--- src/rtl/half_adder_core_if.sv ---
// Operand/result bundle for half_adder_core: valid-qualified A/B in, registered difference/borrow out.
interface half_adder_core_if #(
    parameter int unsigned WIDTH = 1
);
    logic             in_valid;
    logic [WIDTH-1:0] A;
    logic [WIDTH-1:0] B;
    logic             out_valid;
    logic [WIDTH-1:0] diff;
    logic             borrow;

    modport master (output in_valid, A, B, input out_valid, diff, borrow);
    modport slave  (input in_valid, A, B, output out_valid, diff, borrow);
endinterface

--- src/rtl/half_adder_core.sv ---
// Pipelined ripple-borrow subtractor (A - B) with valid tracking and a saturating borrow-event counter.
// WIDTH=1 degenerates to a plain half subtractor.
module half_adder_core #(
    parameter int unsigned WIDTH  = 1,
    parameter int unsigned STAGES = 1,
    parameter int unsigned CNT_W  = 16
) (
    input  logic                 clk,
    input  logic                 rst_n,
    half_adder_core_if.slave     bus,
    input  logic                 cnt_clr,
    output logic [CNT_W-1:0]     borrow_cnt
);

    localparam int unsigned RES_W = WIDTH + 1;

    logic [RES_W-1:0] sub_res_c;
    logic             pv [STAGES];
    logic [RES_W-1:0] pd [STAGES];
    logic             last_valid;
    logic             last_borrow;

    // Bit-serial borrow chain; result packs {borrow_out, diff}.
    function automatic logic [RES_W-1:0] sub_ripple(input logic [WIDTH-1:0] mn,
                                                    input logic [WIDTH-1:0] sb);
        logic [WIDTH:0]   bw;
        logic [WIDTH-1:0] d;
        bw = '0;
        d  = '0;
        for (int i = 0; i < int'(WIDTH); i++) begin
            d[i]    = mn[i] ^ sb[i] ^ bw[i];
            bw[i+1] = (~mn[i] & sb[i]) | (~(mn[i] ^ sb[i]) & bw[i]);
        end
        return {bw[WIDTH], d};
    endfunction

    always_comb begin
        sub_res_c = sub_ripple(bus.A, bus.B);
    end

    // Result and valid travel together; data registers only load on a valid token so outputs hold otherwise.
    always_ff @(posedge clk or negedge rst_n) begin
        if (!rst_n) begin
            for (int j = 0; j < int'(STAGES); j++) begin
                pv[j] <= 1'b0;
                pd[j] <= '0;
            end
        end else begin
            pv[0] <= bus.in_valid;
            if (bus.in_valid) begin
                pd[0] <= sub_res_c;
            end
            for (int j = 1; j < int'(STAGES); j++) begin
                pv[j] <= pv[j-1];
                if (pv[j-1]) begin
                    pd[j] <= pd[j-1];
                end
            end
        end
    end

    assign last_valid    = pv[STAGES-1];
    assign last_borrow   = pd[STAGES-1][WIDTH];
    assign bus.out_valid = last_valid;
    assign bus.diff      = pd[STAGES-1][WIDTH-1:0];
    assign bus.borrow    = last_borrow;

    // Saturating underflow counter; a same-cycle clear wins over the increment.
    always_ff @(posedge clk or negedge rst_n) begin
        if (!rst_n) begin
            borrow_cnt <= '0;
        end else if (cnt_clr) begin
            borrow_cnt <= '0;
        end else if (last_valid && last_borrow && (borrow_cnt != '1)) begin
            borrow_cnt <= borrow_cnt + CNT_W'(1);
        end
    end

endmodule

--- src/flat_wrapper.sv ---
// flat-port wrapper written by rule: the top's interface ports become plain ports
module half_adder_core_flat 
#(
    parameter int unsigned WIDTH  = 1,
    parameter int unsigned STAGES = 1,
    parameter int unsigned CNT_W  = 16
)
  (clk, rst_n, cnt_clr, borrow_cnt, bus_in_valid, bus_A, bus_B, bus_out_valid, bus_diff, bus_borrow);
  half_adder_core_if #(.WIDTH(WIDTH)) bus_i ();
  input  logic clk;
  input  logic rst_n;
  input  logic cnt_clr;
  output logic [CNT_W-1:0] borrow_cnt;
  input wire logic [$bits(bus_i.in_valid)-1:0] bus_in_valid;
  input wire logic [$bits(bus_i.A)-1:0] bus_A;
  input wire logic [$bits(bus_i.B)-1:0] bus_B;
  output wire logic [$bits(bus_i.out_valid)-1:0] bus_out_valid;
  output wire logic [$bits(bus_i.diff)-1:0] bus_diff;
  output wire logic [$bits(bus_i.borrow)-1:0] bus_borrow;
  assign bus_i.in_valid = bus_in_valid;
  assign bus_i.A = bus_A;
  assign bus_i.B = bus_B;
  assign bus_out_valid = bus_i.out_valid;
  assign bus_diff = bus_i.diff;
  assign bus_borrow = bus_i.borrow;
  half_adder_core #(.WIDTH(WIDTH), .STAGES(STAGES), .CNT_W(CNT_W)) u_core (.clk(clk), .rst_n(rst_n), .bus(bus_i), .cnt_clr(cnt_clr), .borrow_cnt(borrow_cnt));
endmodule
--- config.mk ---
export PLATFORM = sky130hd
export DESIGN_NAME = half_adder_core_flat
export DESIGN_NICKNAME = d
export VERILOG_FILES = /design/src/rtl/half_adder_core_if.sv /design/src/rtl/half_adder_core.sv /design/src/flat_wrapper.sv
export SDC_FILE = /design/constraint.sdc
export NUM_CORES = 1
export LEC_CHECK = 0
export CELL_PAD_IN_SITES_DETAIL_PLACEMENT = 0
export CELL_PAD_IN_SITES_GLOBAL_PLACEMENT = 2
export CORE_ASPECT_RATIO = 1.1
export CORE_MARGIN = 5
export CORE_UTILIZATION = 30
export DETAILED_ROUTE_END_ITERATION = 8
export HOLD_SLACK_MARGIN = 0.05
export PLACE_DENSITY_LB_ADDON = 0.1
export REMOVE_ABC_BUFFERS = 1
export SLEW_MARGIN = 20
export SYNTH_ARGS = -nofsm -noshare
export SYNTH_HDL_FRONTEND = slang
export SYNTH_SLANG_ARGS = --single-unit
--- constraint.sdc ---
create_clock -name clk -period 2 [get_ports clk]
set_input_delay 0.3 -clock clk [delete_from_list [all_inputs] [get_ports clk]]
set_output_delay 0.3 -clock clk [all_outputs]
set_load 0.02 [all_outputs]
==> run metrics, run 1 <==
outcome=finished, final reports clean; clock tree buffer depth=2; pin count of the biggest net entering global routing=20; total core area=between 3000 and 4000 um^2; vias per std cell=5.264; DR vias=between 900 and 1000; die width=about 67 um; slowest CP cell=or4_1; kind of critical path=reg -> reg; Final Cycle Share=approximately nine tenths; IO Pins=25; Max-Slew Margin vs Limit=65.75%; DRC Markers=0; height of the die=between 70 and 80 um; Peak Freq=around 550 MHz; per-cell routed wire length=14.88 um; Crit path max-delay family=simple AND/OR/NAND/NOR gates; Crit. End Element=register; Placed Area=about 1400 um^2; RSZ-0062 raised after global routing=false; minimum clock period=roughly 1.8 ns; routability congestion estimate from global placement=0.7417; Final Max Slew Viols=0; pwr dens=476.5 nW/um^2; Max stage delay on crit path=~0.50 ns; area grow syn2layout=33.21%; htree depth=1; CTS Buf Count=3; final WL=~2700 um; commonest non-fill, non-tap cell in the layout=clkdlybuf4s50_1; leak pwr=0.0005499 uW; final setup vio count=0; Net count, final=about 140; starting density of the core=a little under a third; First-pass DRT Iterations=4; I/O Buffers=24; register area share after synthesis=45.08%; number of warnings issued by yosys=0; Detailed Place HPWL=between 2000 and 2500 um; Worst-path clk slew=between 0.1 and 0.15 ns; WHS=between 0.3 and 0.4 ns; CP required=2.23 ns; ant diodes=0; Post-Syn Area per Cell=10.14 um^2; VDD IR max=around 0.23 mV; Max Cap Viol=0; Final Cell Area=between 1000 and 1500 um^2; initial antenna violation count=0; Startpoint Class=register; crit path buf inv count=0; num rows=22; post-synthesis cell count=roughly 100; Synth Flop Type=dfrtp_1; Post-synth ARST share=100.0%; Detail Route Antenna Nets=0; final hold vios=0; Worst-Margin Slew=approximately 0.51 ns; crit-path cells=ha_1 > and4_2 > nand2_1 > or4_1 > a21oi_1; CP max FO=6; EDFF count, synth=0; die area=4803 um^2; critical path arrival=around 2 ns; initial DRC count=70; commonest cells after routing, fill and taps aside=24 x clkdlybuf4s50_1, 19 x dfrtp_1, 10 x a21oi_1; setup TNS=0 ns; CTS tree=built; clock insertion delay at the later pin of the skew report=~0.3 ns; vias in the first global route=just over 900; Cell Area, Synth=~1100 um^2; number of synthesized register bits=19; Root Driver=clkbuf_4; Clock Skews=~0.0034 ns; GRT overflow=0; total clock sinks=19; Yosys cell types=35; overall routing resource usage=approximately an eighth; share of post-route cells with drive strength above 1=a little under an eighth; first-pass GRT wire length=~4400 um; Worst Hold Class=in -> async
-- metrics by stage --
stage	worst slack, ns	util, %	power [uW]	std cells
after global placement	0.2100	41.02	476.8	178
after global routing	0.03278	41.84	707.2	182
final	0.1667	41.84	669.5	182
after detailed placement	0.1768	41.02	477.4	178
after CTS	0.1460	41.80	681.7	182
after floorplan	0.1703	-	429.3	102
-- metal layers --
layer  wire, um  vias up  global-route usage [%]  share of wire, %
met4         21        0                   4.289              0.78
li1           -      462                       -                 -
met3        100        2                   2.786               3.7
met2       1353       19                   19.96                50
met1       1233      475                   15.46                46
met5          0        -                       0                 0
-- area by class of cell --
| type | count | area (um^2) |
|---|---|---|
| clock buffer | 4 | 26.28 |
| fill | 356 | 1953 |
| inverter | 3 | 11.26 |
| multi-input combinational | 80 | 561.8 |
| sequential | 19 | 475.5 |
| tap | 48 | 60.06 |
| timing repair buffer | 28 | 270.3 |
-- cells by family (layout without fill, tap and decap cells) --
| family | count (synthesis) | count (layout) | synth area share [%] |
|---|---|---|---|
| AND/OR/NAND/NOR | 49 | 49 | 31.55 |
| AO/OA/AOI/OAI | 23 | 23 | 13.17 |
| flip-flops | 19 | 19 | 45.08 |
| multiplexers | 6 | 6 | 6.050 |
| buffers and inverters | 5 | 35 | 1.779 |
| adder cells (fa/ha/maj) | 2 | 2 | 2.372 |
-- Yosys cell counts (4+ instances only) --
master	n	area, um^2
a21oi_1	10	50.05
dfrtp_1	19	475.5
nand2_1	6	22.52
nand4_1	4	25.02
nor2_1	6	22.52
o21ai_0	4	20.02
o31ai_1	5	37.54
or3_1	4	25.02
or4_1	5	37.54
-- state kept, by name, summed over array words and instances (netlist names) --
name and flops:
u_core.bus.out_valid 1, u_core.borrow_cnt 16, u_core.pd 2
-- power breakdown --
part	switching [uW]	internal, uW
registers	5.44	392
logic	37.2	33.5
clock network	124	77.6
-- final timing paths --
kind,start,endpoint,slack [ns],depth (start not counted)
setup / recovery,u_core.borrow_cnt[0],u_core.borrow_cnt[10],0.17,5
hold / removal,rst_n,u_core.borrow_cnt[15],0.33,2
setup reg to reg,u_core.borrow_cnt[0],u_core.borrow_cnt[10],0.17,5
hold reg to reg,u_core.pd[0],u_core.pd[0],0.52,2
max in group asynchronous,rst_n,u_core.borrow_cnt[5],1.46,2
min in group clk,u_core.pd[0],u_core.pd[0],0.52,2
-- worst register-to-register path: cells and delay by family, from the launching register on --
family | cells | cell delay [ns]
compound gates | 1 | 0.17
fa+ha+maj | 1 | 0.24
flops | 1 | 0.42
simple gates | 3 | 0.94
-- timing repair --
| action | CTS | global route |
|---|---|---|
| endpoints found under the hold margin | 0 | 0 |
| buffers inserted | 0 | 0 |
| hold buffers | 0 | 0 |
| endpoints found under the setup margin | 0 | 1 |
| resized for setup | 0 | 1 |
No activity file was read; power rests on OpenSTA's default activity.
==> run 2: changes to the inputs <==
Settings changed: CELL_PAD_IN_SITES_DETAIL_PLACEMENT 0 to not set, CELL_PAD_IN_SITES_GLOBAL_PLACEMENT 2 to not set, CORE_UTILIZATION 30 to 35, PLACE_DENSITY_LB_ADDON 0.1 to not set.
==> run 2 against run 1 <==
Effect of this change:
- sequential share of layout area grew 0.80 points
- flip-flop and latch count is the same
- first-iteration DRC count shrank 71%
- critical path type unchanged
- hold slack lost 0.018 ns
- largest power group unchanged
- highest routed layer unchanged
- critical path depth is the same
==> run metrics, run 2 (synthesis gave the netlist of run 1 again) <==
pin count of the biggest net entering global routing=20; M2 GR Usage=~24%; Worst-Margin Slew=just under 0.5 ns; starting density of the core=a little over a third; Detail Route Antenna Nets=0; Clk pwr share=between 30% and 40%; vias per std cell=between 5 and 6; setup TNS=0 ns; grt met1 use=approximately 15%; total core area=approximately 3000 um^2; fill count=297; total clock sinks=19; First-pass DRT Iterations=4; htree depth=1; leak pwr=0.0005416 uW; kind of critical path=reg -> reg; Worst Hold Class=in -> async; minimum clock period=between 1.5 and 2 ns; Max-Slew Margin vs Limit=between 60% and 70%; pwr dens=494.9 nW/um^2; CTS Buf Count=3; Startpoint Class=register; Comb power frac=10.3%; final WL=around 2500 um; final setup vio count=0; ant diodes=0; R2R Setup Slk=0.17 ns; Peak Freq=approximately 550 MHz; post-CTS sizing=0; P_int=499.7 uW; Worst-path clk slew=~0.13 ns; Net count, final=roughly 140; switching share of power=around a quarter; FF-to-FF End=u_core.borrow_cnt[10]; RSZ-0062 raised after global routing=false; CP required=~2.2 ns; final hold vios=0; Detailed Place HPWL=~1900 um; initial DRC count=20; critical path arrival=between 2 and 2.5 ns; overall routing resource usage=13.11%; commonest cells after routing, fill and taps aside=24 x clkdlybuf4s50_1, 19 x dfrtp_1, 10 x a21oi_1; die width=approximately 62 um; routability congestion estimate from global placement=slightly above 0.8; met3 usage=under 10%; vias in the first global route=between 900 and 1000; CP max FO=6; area grow syn2layout=30.13%; Clock Skews=0.009494 ns; per-cell routed wire length=around 15 um; WHS=roughly 0.31 ns; GRT overflow=0; first-pass GRT wire length=4471 um; CTS tree=built; # hold bufs at CTS=0; Reg with most FFs=u_core.borrow_cnt; Setup WS post-layout=approximately 0.17 ns; initial antenna violation count=0; GR peak layer=met2; I/O Buffers=24; Final Max Slew Viols=0; worst r2r src=u_core.borrow_cnt[0]; Max Cap Viol=0; commonest non-fill, non-tap cell in the layout=clkdlybuf4s50_1; IO Pins=25; VDD IR max=roughly 0.39 mV; switching power=around 180 uW; outcome=finished, final reports clean; clock tree buffer depth=2; number of flip-flops in the largest register=16; DRC Markers=0; Crit. End Element=register; DR vias=roughly 900; Final Cycle Share=between 90% and 100%; Root Driver=clkbuf_4; Post-CTS Setup Bufs=0; Seq pwr share=between 50 and 60%; share of post-route cells with drive strength above 1=about a tenth; num rows=21; DP Worst Slack=about 0.14 ns; clock insertion delay at the later pin of the skew report=0.31 ns; R2R depth=5; die area=4213 um^2; height of the die=between 60 and 70 um
[run 2: cell types whose count changed in the layout (fill, tap and decap cells not counted)]
cell | previous run | this run
clkbuf_1 | 1 | 0
and4_2 | 1 | 0
and4_1 | 2 | 3
clkinv_2 | 0 | 1
buf_4 | 4 | 2
[run 2: layout make-up]
cell class | count | area [um^2] | area share (%)
clock buffer | 3 | 22.52 | 1.641
clock inverter | 1 | 5.005 | 0.3646
sequential | 19 | 475.5 | 34.64
inverter | 3 | 11.26 | 0.8204
multi-input combinational | 80 | 560.5 | 40.84
tap | 34 | 42.54 | 3.099
timing repair buffer | 26 | 255.2 | 18.60
[run 2: routing by layer]
layer,part of all wire (%),up-vias
met1,45,435
met3,4.9,4
met5,0,-
met2,49,20
met4,1.3,0
li1,-,455
[run 2: worst max-delay path by stage]
stage / startpoint / to / cells past startpoint
global placement: u_core.borrow_cnt[0] / u_core.borrow_cnt[0] / 5
CTS: u_core.borrow_cnt[0] / u_core.borrow_cnt[0] / 5
global route: u_core.borrow_cnt[0] / u_core.borrow_cnt[10] / 5
detailed placement: u_core.borrow_cnt[0] / u_core.borrow_cnt[0] / 5
floorplan: u_core.borrow_cnt[0] / u_core.borrow_cnt[0] / 5
finish: u_core.borrow_cnt[0] / u_core.borrow_cnt[10] / 5
[run 2: power by group through the flow]
stage / sequential (uW) / combinational [uW] / clock [uW]
final: 398 / 70.1 / 211
after global routing: 400 / 78.3 / 231
after CTS: 398 / 72.3 / 211
after detailed placement: 405 / 71.8 / 0
after global placement: 405 / 70.3 / 0
after floorplan: 414 / 15.3 / 0
[run 2: stage by stage]
step | area [um^2] | power (uW) | utilization [%] | cells
6_report | 1373 | 679.3 | 46.23 | 166
5_1_grt | 1373 | 709.2 | 46.23 | 166
4_1_cts | 1373 | 680.9 | 46.23 | 166
3_5_place_dp | 1345 | 477.2 | 45.30 | 162
3_3_place_gp | 1345 | 475.4 | 45.30 | 162
2_1_floorplan | 1047 | 429.3 | - | 102
[run 2: worst max-delay path: stages, from the launching register on]
cell     delay, ns
dfrtp_1       0.42
ha_1          0.23
and4_1        0.29
nand2_1       0.17
or4_1         0.51
a21oi_1       0.15
==> RTL edit, RTL diff (settings of run 1) <==
Add an input register stage for `cnt_clr`, without a reset; this delays it by one clock. The other inputs are not delayed to match.
--- a/src/rtl/half_adder_core.sv
+++ b/src/rtl/half_adder_core.sv
@@ -14,4 +14,10 @@
 
     localparam int unsigned RES_W = WIDTH + 1;
+
+    logic cnt_clr_q;
+
+    always_ff @(posedge clk) begin
+        cnt_clr_q <= cnt_clr;
+    end
 
     logic [RES_W-1:0] sub_res_c;
@@ -70,5 +76,5 @@
         if (!rst_n) begin
             borrow_cnt <= '0;
-        end else if (cnt_clr) begin
+        end else if (cnt_clr_q) begin
             borrow_cnt <= '0;
         end else if (last_valid && last_borrow && (borrow_cnt != '1)) begin
Formal check against the unedited RTL: not equivalent (a bounded check fails within 4 cycles, from zero or initial values and one cycle with rst_n low).
==> RTL edit against run 1 <==
Power increased by 9.1%; synthesized cell count is 0.96% higher; sequential cell count increased by 1; setup slack got worse by 0.018 ns; sequential share of layout area grew 0.72 points; via count down 1.0%; area after synthesis increased by 1.9%; critical path depth unchanged; design area rose by 2.0%; wire length is 0.44% higher.
==> RTL edit: results (changes against run 1) <==
Initial DRC Count: 48 (-31%)
Net Sw Frac: 0.237 (-0.0122)
WL final: 2720 um (+0.44%)
Worst EP arrival: 2.10 ns (+0.04 ns)
Layout fillers: 350 (-1.7%)
Critical path peak fanout: 6 (unchanged)
Synth area leaders: dfrtp_1, a21oi_1, o31ai_1, or4_1, mux2i_1
First-pass GRT wire length: 4750 um (+7.0%)
Clock Skew: 0.0134 ns (+0.0100 ns)
Post-CTS Setup Bufs: 0 (unchanged)
DP Wirelength: 2060 um (+2.5%)
Via count: 948 (-1.0%)
Synth Area in Compound Gates: 0.129 (-0.00245)
TritonCTS Sinks: 20 (+1)
P_leak: 0.564 nW (+2.6%)
Synth Area in Adders: 0.0233 (-0.000442)
Clk tree area frac: 0.0253 (+0.00661)
Status: complete, no violations
Fin nets: 144 (+0.70%)
Area taken by multi-input logic gates: 561 um^2 (-0.22%)
Buffering overhead: 0.188 (-0.00386)
Mean Syn Cell Area: 10.2 um^2 (+0.93%)
Post-synth cell types: 36 (+2.9%)
Share of cells above drive strength 1: 0.119 (-0.000884)
Storage element area: 495 um^2 (+4.2%)
RD Place Congestion: 0.772 (+4.0%)
GRT Util Overall: 0.127 (+0.00568)
Avg Vias per Cell: 5.18 (-1.6%)
Multiplexer area fraction after synthesis: 0.0594 (-0.00113)
Slew @ Worst Pin: 0.543 ns (+0.0309 ns)
Reg2Reg Setup Slack: 0.15 ns (-0.02 ns)
Clk pwr: 0.000240 W (+19%)
Fraction of registers with async set/reset: 0.950 (-0.0500)
Vias in the first global route: 944 (+1.6%)
RTL edit: cell count changes after synthesis, sizes merged:
cell and change:
dfxtp +1
RTL edit: worst max-delay path, stage by stage, from the launching register on:
cell and delay (ns):
dfrtp_1 0.43, ha_1 0.23, and4_1 0.29, nand2_1 0.19, or4_1 0.50, a21oi_1 0.15
RTL edit: metrics by stage:
| stage | hold WS [ns] | area, um^2 | setup WS (ns) | total power [W] | util |
|---|---|---|---|---|---|
| after floorplan | 0.00441 | 1070 | 0.170 | 0.000454 | - |
| after global placement | 0.513 | 1400 | 0.192 | 0.000498 | 0.413 |
| after detailed placement | 0.524 | 1400 | 0.148 | 0.000500 | 0.413 |
| after CTS | 0.314 | 1430 | 0.137 | 0.000746 | 0.424 |
| after global routing | 0.317 | 1430 | 0.0183 | 0.000769 | 0.424 |
| final | 0.315 | 1430 | 0.148 | 0.000730 | 0.424 |
RTL edit: layer usage:
layer | up-vias | wire (um) | global-route usage
met2 | 28 | 1290 | 0.211
met1 | 446 | 1210 | 0.156
met5 | - | 0 | 0
met3 | 4 | 193 | 0.0462
li1 | 470 | - | -
met4 | 0 | 25 | 0.0270
RTL edit: path summary, 6_finish.rpt:
check | from | end | cells after the start
worst max-delay path | u_core.borrow_cnt[0]$_DFFE_PN0P_ | u_core.borrow_cnt[8]$_DFFE_PN0P_ | 5
worst min-delay path | rst_n | u_core.borrow_cnt[3]$_DFFE_PN0P_ | 2
worst max register to register | u_core.borrow_cnt[0]$_DFFE_PN0P_ | u_core.borrow_cnt[8]$_DFFE_PN0P_ | 5
worst min register to register | u_core.pd[0]$_DFFE_PN0P_ | u_core.pd[0]$_DFFE_PN0P_ | 2
max in group asynchronous | rst_n | u_core.borrow_cnt[12]$_DFFE_PN0P_ | 2
min in group clk | cnt_clr | u_core.cnt_clr_q$_DFF_P_ | 1
